===== config.mk =====
export PLATFORM = sky130hd
export DESIGN_NAME = nibble_packer
export DESIGN_NICKNAME = d
export VERILOG_FILES = /design/src/rtl/nibble_packer.sv
export SDC_FILE = /design/constraint.sdc
export NUM_CORES = 1
export LEC_CHECK = 0
export ABC_AREA = 0
export CAP_MARGIN = 20
export CORE_MARGIN = 5
export CORE_UTILIZATION = 40
export CTS_BUF_LIST = sky130_fd_sc_hd__clkbuf_8 sky130_fd_sc_hd__clkbuf_16
export DETAILED_ROUTE_END_ITERATION = 8
export PLACE_DENSITY = 0.66
export SKIP_CTS_REPAIR_TIMING = 1
export SYNTH_ARGS = -nofsm -noshare
export SYNTH_HDL_FRONTEND = slang
export SYNTH_SLANG_ARGS = --single-unit
export TNS_END_PERCENT = 100

===== constraint.sdc =====
create_clock -name clk -period 1.8 [get_ports clk]
set_input_delay 0.27 -clock clk [delete_from_list [all_inputs] [get_ports clk]]
set_output_delay 0.27 -clock clk [all_outputs]
set_load 0.005 [all_outputs]

===== src/rtl/nibble_packer.sv =====
// Packs a stream of 4-bit nibbles LSB-first into NIBBLES-wide words on a valid/ready port.
// in_last closes a partial word early; word_cnt counts words handed off since reset.
module nibble_packer #(
  parameter int unsigned NIBBLES = 4
) (
  input  logic                             clk,
  input  logic                             rst,
  input  logic                             in_valid,
  output logic                             in_ready,
  input  logic [3:0]                       in_data,
  input  logic                             in_last,
  output logic                             out_valid,
  input  logic                             out_ready,
  output logic [4*NIBBLES-1:0]             out_data,
  output logic [$clog2(NIBBLES+1)-1:0]     out_count,
  output logic [15:0]                      word_cnt
);

  localparam int unsigned WW = 4 * NIBBLES;
  localparam int unsigned AW = 4 * (NIBBLES - 1);
  localparam int unsigned IW = $clog2(NIBBLES);
  localparam int unsigned CW = $clog2(NIBBLES + 1);

  logic [IW-1:0] idx;
  logic [AW-1:0] acc;
  logic          accept;
  logic          complete;
  logic          handoff;
  logic [WW-1:0] word;
  logic [AW-1:0] acc_ins;

  assign in_ready = !rst && (!out_valid || out_ready);
  assign accept   = in_valid && in_ready;
  assign complete = accept && (in_last || (idx == IW'(NIBBLES - 1)));
  assign handoff  = out_valid && out_ready;

  // acc slots at or above idx are always zero, so OR-ing the new nibble in is enough
  always_comb begin
    word    = {4'b0000, acc} | (WW'(in_data) << {idx, 2'b00});
    acc_ins = acc | (AW'(in_data) << {idx, 2'b00});
  end

  always_ff @(posedge clk) begin
    if (rst) begin
      idx       <= '0;
      acc       <= '0;
      out_valid <= 1'b0;
      out_data  <= '0;
      out_count <= '0;
      word_cnt  <= '0;
    end else begin
      if (handoff) begin
        word_cnt  <= word_cnt + 16'd1;
        out_valid <= 1'b0;
      end
      // a completing accept overrides the drop above, giving bubble-free back-to-back words
      if (complete) begin
        out_data  <= word;
        out_count <= CW'(idx) + CW'(1);
        out_valid <= 1'b1;
        idx       <= '0;
        acc       <= '0;
      end else if (accept) begin
        acc <= acc_ins;
        idx <= idx + IW'(1);
      end
    end
  end

endmodule

# Yosys cells after proc, flatten, opt, wreduce, memory -nomap -nowiden
# Cells that the tools add are included.
# op_classes
addsub,3
mul,0
n_div,0
order_cmp,0
n_eq_ne,1
shifts,2
n_mux,2
n_bitwise,2
n_reduce_logical,10
# ops
cell,count
adder 16 x 1 -> 16 bit (second input constant),1
OR 12 x 16 -> 16 bit,1
<< shifter 4 x 4 -> 16 bit,1
OR 12 bit,1
<< shifter 4 x 4 -> 12 bit,1
logical AND 1 bit,4
adder 2 x 1 -> 3 bit (second input constant),1
adder 2 x 1 -> 2 bit (second input constant),1
equality test 2 bit (second input constant),1
logical NOT 1 bit,2
logical OR 1 bit,2
two-way mux 1 bit,2
nonzero test 2 bit,1
OR reduction 2 bit,1
# totals
register_bits,50
latch_bits,0
ram_bits,0
rom_bits,0
output_inout_bits,37
word_cells,26
memories,0

# Longest topological paths before layout
# logic_depth
ltp_word,6
mapped_depth,7
depth_no_buf,5

# Least setup slack after synthesis
# OpenSTA, ideal clock, no wires.
# synth_timing
path_kind,reg2reg
start,reg idx[1]
end,reg out_count[0]
setup_time_ns,0.070
arrival_time_ns,1.580
path_slack_ns,0.149
path_stages_with_launch,7
cell_sequence,dfxtp_1 > ha_1 > or2_2 > nand3_1 > clkbuf_1 > nand2_1 > a21oi_1
# synth_between
elab_chain_cells,3
# synth_lines
item,line,text
from (decl),24,logic [IW-1:0] idx;
from (signal assigned),65,idx <= idx + IW'(1);
equality test 2 bit,34,assign complete = accept && (in_last || (idx == IW'(NIBBLES - 1)));
logical OR 1 bit,34,
logical AND 1 bit,34,
to (signal assigned),59,out_count <= CW'(idx) + CW'(1);
to (decl),15,"output logic [$clog2(NIBBLES+1)-1:0] out_count,"
# Every way passes these cells.
# A chain may end at the register's enable or synchronous reset.

# Worst setup path after layout
# layout_timing
start,in rst
end,out in_ready
# layout_between
elab_chain_cells,2
# layout_lines
item,line,text
from (decl),7,"input logic rst,"
logical NOT 1 bit,32,assign in_ready = !rst && (!out_valid || out_ready);
logical AND 1 bit,32,
to (decl),9,"output logic in_ready,"
# Every way passes these cells.

==> impl_metrics.csv <==
group,metric,value,unit
run_status,status,"completed",
run,max-cap-violations,0,
cells_and_area,final_cell_mix,"dfxtp_1 (50), clkdlybuf4s50_1 (44), nor2_1 (38)",
floorplan,initial_core_util,41.4,%
grt,grt_max_degree,33,
sta,tightest_slew,0.349,ns
floorplan,io_pins,46,
sta,finalCritPeriodShare,94.2,%
grt,met3_usage,3.03,%
floorplan,fp-row-count,25,
sta,setup-violations-final,0,
floorplan,die_w,80.2,um
synth,syn_area_per_cell,8.75,um^2
pwr,ir_worst_vdd,0.418,mV
clock_network,cts.htree.levels,2,
grt,grt_use_total,15.2,%
sta,slew_headroom,76.7,%
grt,antenna_found_initial,0,
place,dpl_cell_area,2650,um^2
clock_network,clkLatencyLatePin,0.29,ns
place,dp_hpwl,3.43,mm
synth,syn_area,1970,um^2
sta,final_max_slew_viol_count,0,
drt,firstDrtPassIters,4,
pwr,swShare,21.7,%
place,gp_congestion,0.739,
drt,drc,0,
sta,hold_slack,0.355,ns
cells_and_area,utilization,58.1,%
grt,overflow,0,
clock_network,cts_tree,"done",
synth,ys_warn_count,0,
drt,vias,1762,
place,portBuffers,45,
drt,drt_iter0_markers,82,
grt,use_met1,19.9,%
clock_network,numCtsBuffers,5,
clock_network,cts_root_buffer,"clkbuf_8",
sta,hold_violations,0,
sta,rsz0062_at_grt,"false",
drt,detail-route-antenna-nets,0,
pwr,power,2.09,mW
worst_setup_path,worst_setup_path_end_kind,"output pin",
worst_setup_path,start_kind,"input port",
drt,viasPerCell,4.95,
cells_and_area,nets,300,
cells_and_area,drive_above_1_share,12.8,%
cells_and_area,diodes,0,
pwr,internal_power,1.63,mW
worst_setup_path,critPathMaxFanout,4,
drt,wl_per_cell,12.9,um
grt,grt_pass1_vias,1684,
sta,finalClockSkew,0.00771,ns
synth,syn_inst,225,
grt,grt-busiest-layer,"met2",
synth,yosys_register_bits,50,
synth,syn_nets,236,
grt,grt_util_met2,25.1,%
floorplan,dieArea,6430,um^2
worst_setup_path,cp.required,1.53,ns
clock_network,cts_buffer_depth,2,
cells_and_area,fin_area,2760,um^2
pwr,power_frac_seq,54.7,%
cells_and_area,area_delta_synth_final,40.3,%
floorplan,core_area,4750,um^2
sta,fmax,590,MHz
pwr,power.leakage,0.989,nW
pwr,power.switching,454,uW
pwr,clkPwrFrac,36.3,%
worst_setup_path,cp_data_arrival_time,1.42,ns
cells_and_area,final_common_cell,"dfxtp_1",
sta,finalCriticalPeriod,1.69,ns
worst_setup_path,crit_type,"input port to output pin",
synth,yosys.cell_types.count,31,
clock_network,clkTransAtPathRegs,0.08,ns
pwr,p_comb_share,9.0,%
floorplan,die_h,80.2,um
hold_path,hp-class,"input port to flop",
pwr,power_density,756,nW/um^2
drt,drt_wl_total,4.58,mm
synth,ys_seq_area_share,50.8,%
grt,grt_pass1_wl,7.78,mm
clock_network,cts_sinks,50,
## layer usage
layer | wire, um | share of wire [%]
met1 | 2200 | 48
met2 | 2160 | 47
met3 | 168 | 3.7
met4 | 44 | 0.96
met5 | 0 | 0
## cell usage after synthesis (all sizes together)
library cell | instances | share of area (%)
a211oi | 12 | 4.6
a21bo | 2 | 1.0
a21oi | 24 | 6.1
a31o | 1 | 0.44
and2 | 1 | 0.32
and3 | 5 | 1.6
and4 | 1 | 0.44
buf | 2 | 0.51
clkbuf | 8 | 1.5
dfxtp | 50 | 51
ha | 2 | 1.3
inv | 3 | 0.57
mux2 | 1 | 0.57
mux2i | 1 | 0.51
nand2 | 15 | 2.9
nand2b | 2 | 0.64
nand3 | 6 | 1.5
nand3b | 2 | 0.76
nand4 | 8 | 2.9
nor2 | 38 | 7.2
nor2b | 5 | 1.6
nor3 | 15 | 3.8
nor4 | 3 | 1.3
o21ai | 3 | 0.76
or2 | 1 | 0.32
or3 | 2 | 0.64
or4 | 1 | 0.57
xnor2 | 6 | 2.7
xor2 | 5 | 2.2
## cell type report
cell class,count,area (um^2)
fill,471,1990
sequential,50,1000
multi-input combinational,162,917
timing repair buffer,67,643
tap,67,83.8
clock buffer,5,68.8
clock inverter,2,38.8
inverter,3,11.3
## path summary, 6_finish.rpt
kind                                    from      endpoint  cells after the start  slack [ns]
worst max-delay path                     rst      in_ready                      3        0.11
worst max register to register   word_cnt[1]  word_cnt[14]                      5        0.11
worst min register to register  out_data[12]  out_data[12]                      2        0.45
worst min-delay path               out_ready   word_cnt[1]                      3        0.35
## flip-flops by register name, summed over array words and instances, names as in the netlist
signal / flops
out_count: 3
out_data: 16
idx: 2
out_valid: 1
word_cnt: 16
acc: 12
## cell families after synthesis
kind of cell / share of synthesized area, %
adder cells (fa/ha/maj): 1.27
multiplexers: 1.08
XOR/XNOR: 4.89
buffers and inverters: 2.60
AO/OA/AOI/OAI: 12.9
flip-flops: 50.8
AND/OR/NAND/NOR: 26.4
## worst max-delay path, cell delays in order
cell and delay, ns:
clkdlybuf4s50_1 0.50, nor2b_1 0.14, clkdlybuf4s50_1 0.51
## through the flow
stage | instances | setup TNS, ns | setup slack [ns]
2_1_floorplan | 225 | 0 | 0.149
3_3_place_gp | 349 | -0.715 | -0.152
3_5_place_dp | 349 | -1.02 | -0.186
4_1_cts | 356 | -0.104 | -0.104
5_1_grt | 356 | 0 | 0.0156
6_report | 356 | 0 | 0.105
## power by group through the flow
stage,clock network [mW],logic [mW],registers (mW)
detailed placement,0,0.190,1.17
finish,0.758,0.189,1.14
floorplan,0,0.0811,1.17
global route,0.839,0.205,1.15
global placement,0,0.189,1.17
CTS,0.786,0.190,1.14
No activity file was read; power rests on OpenSTA's default activity.
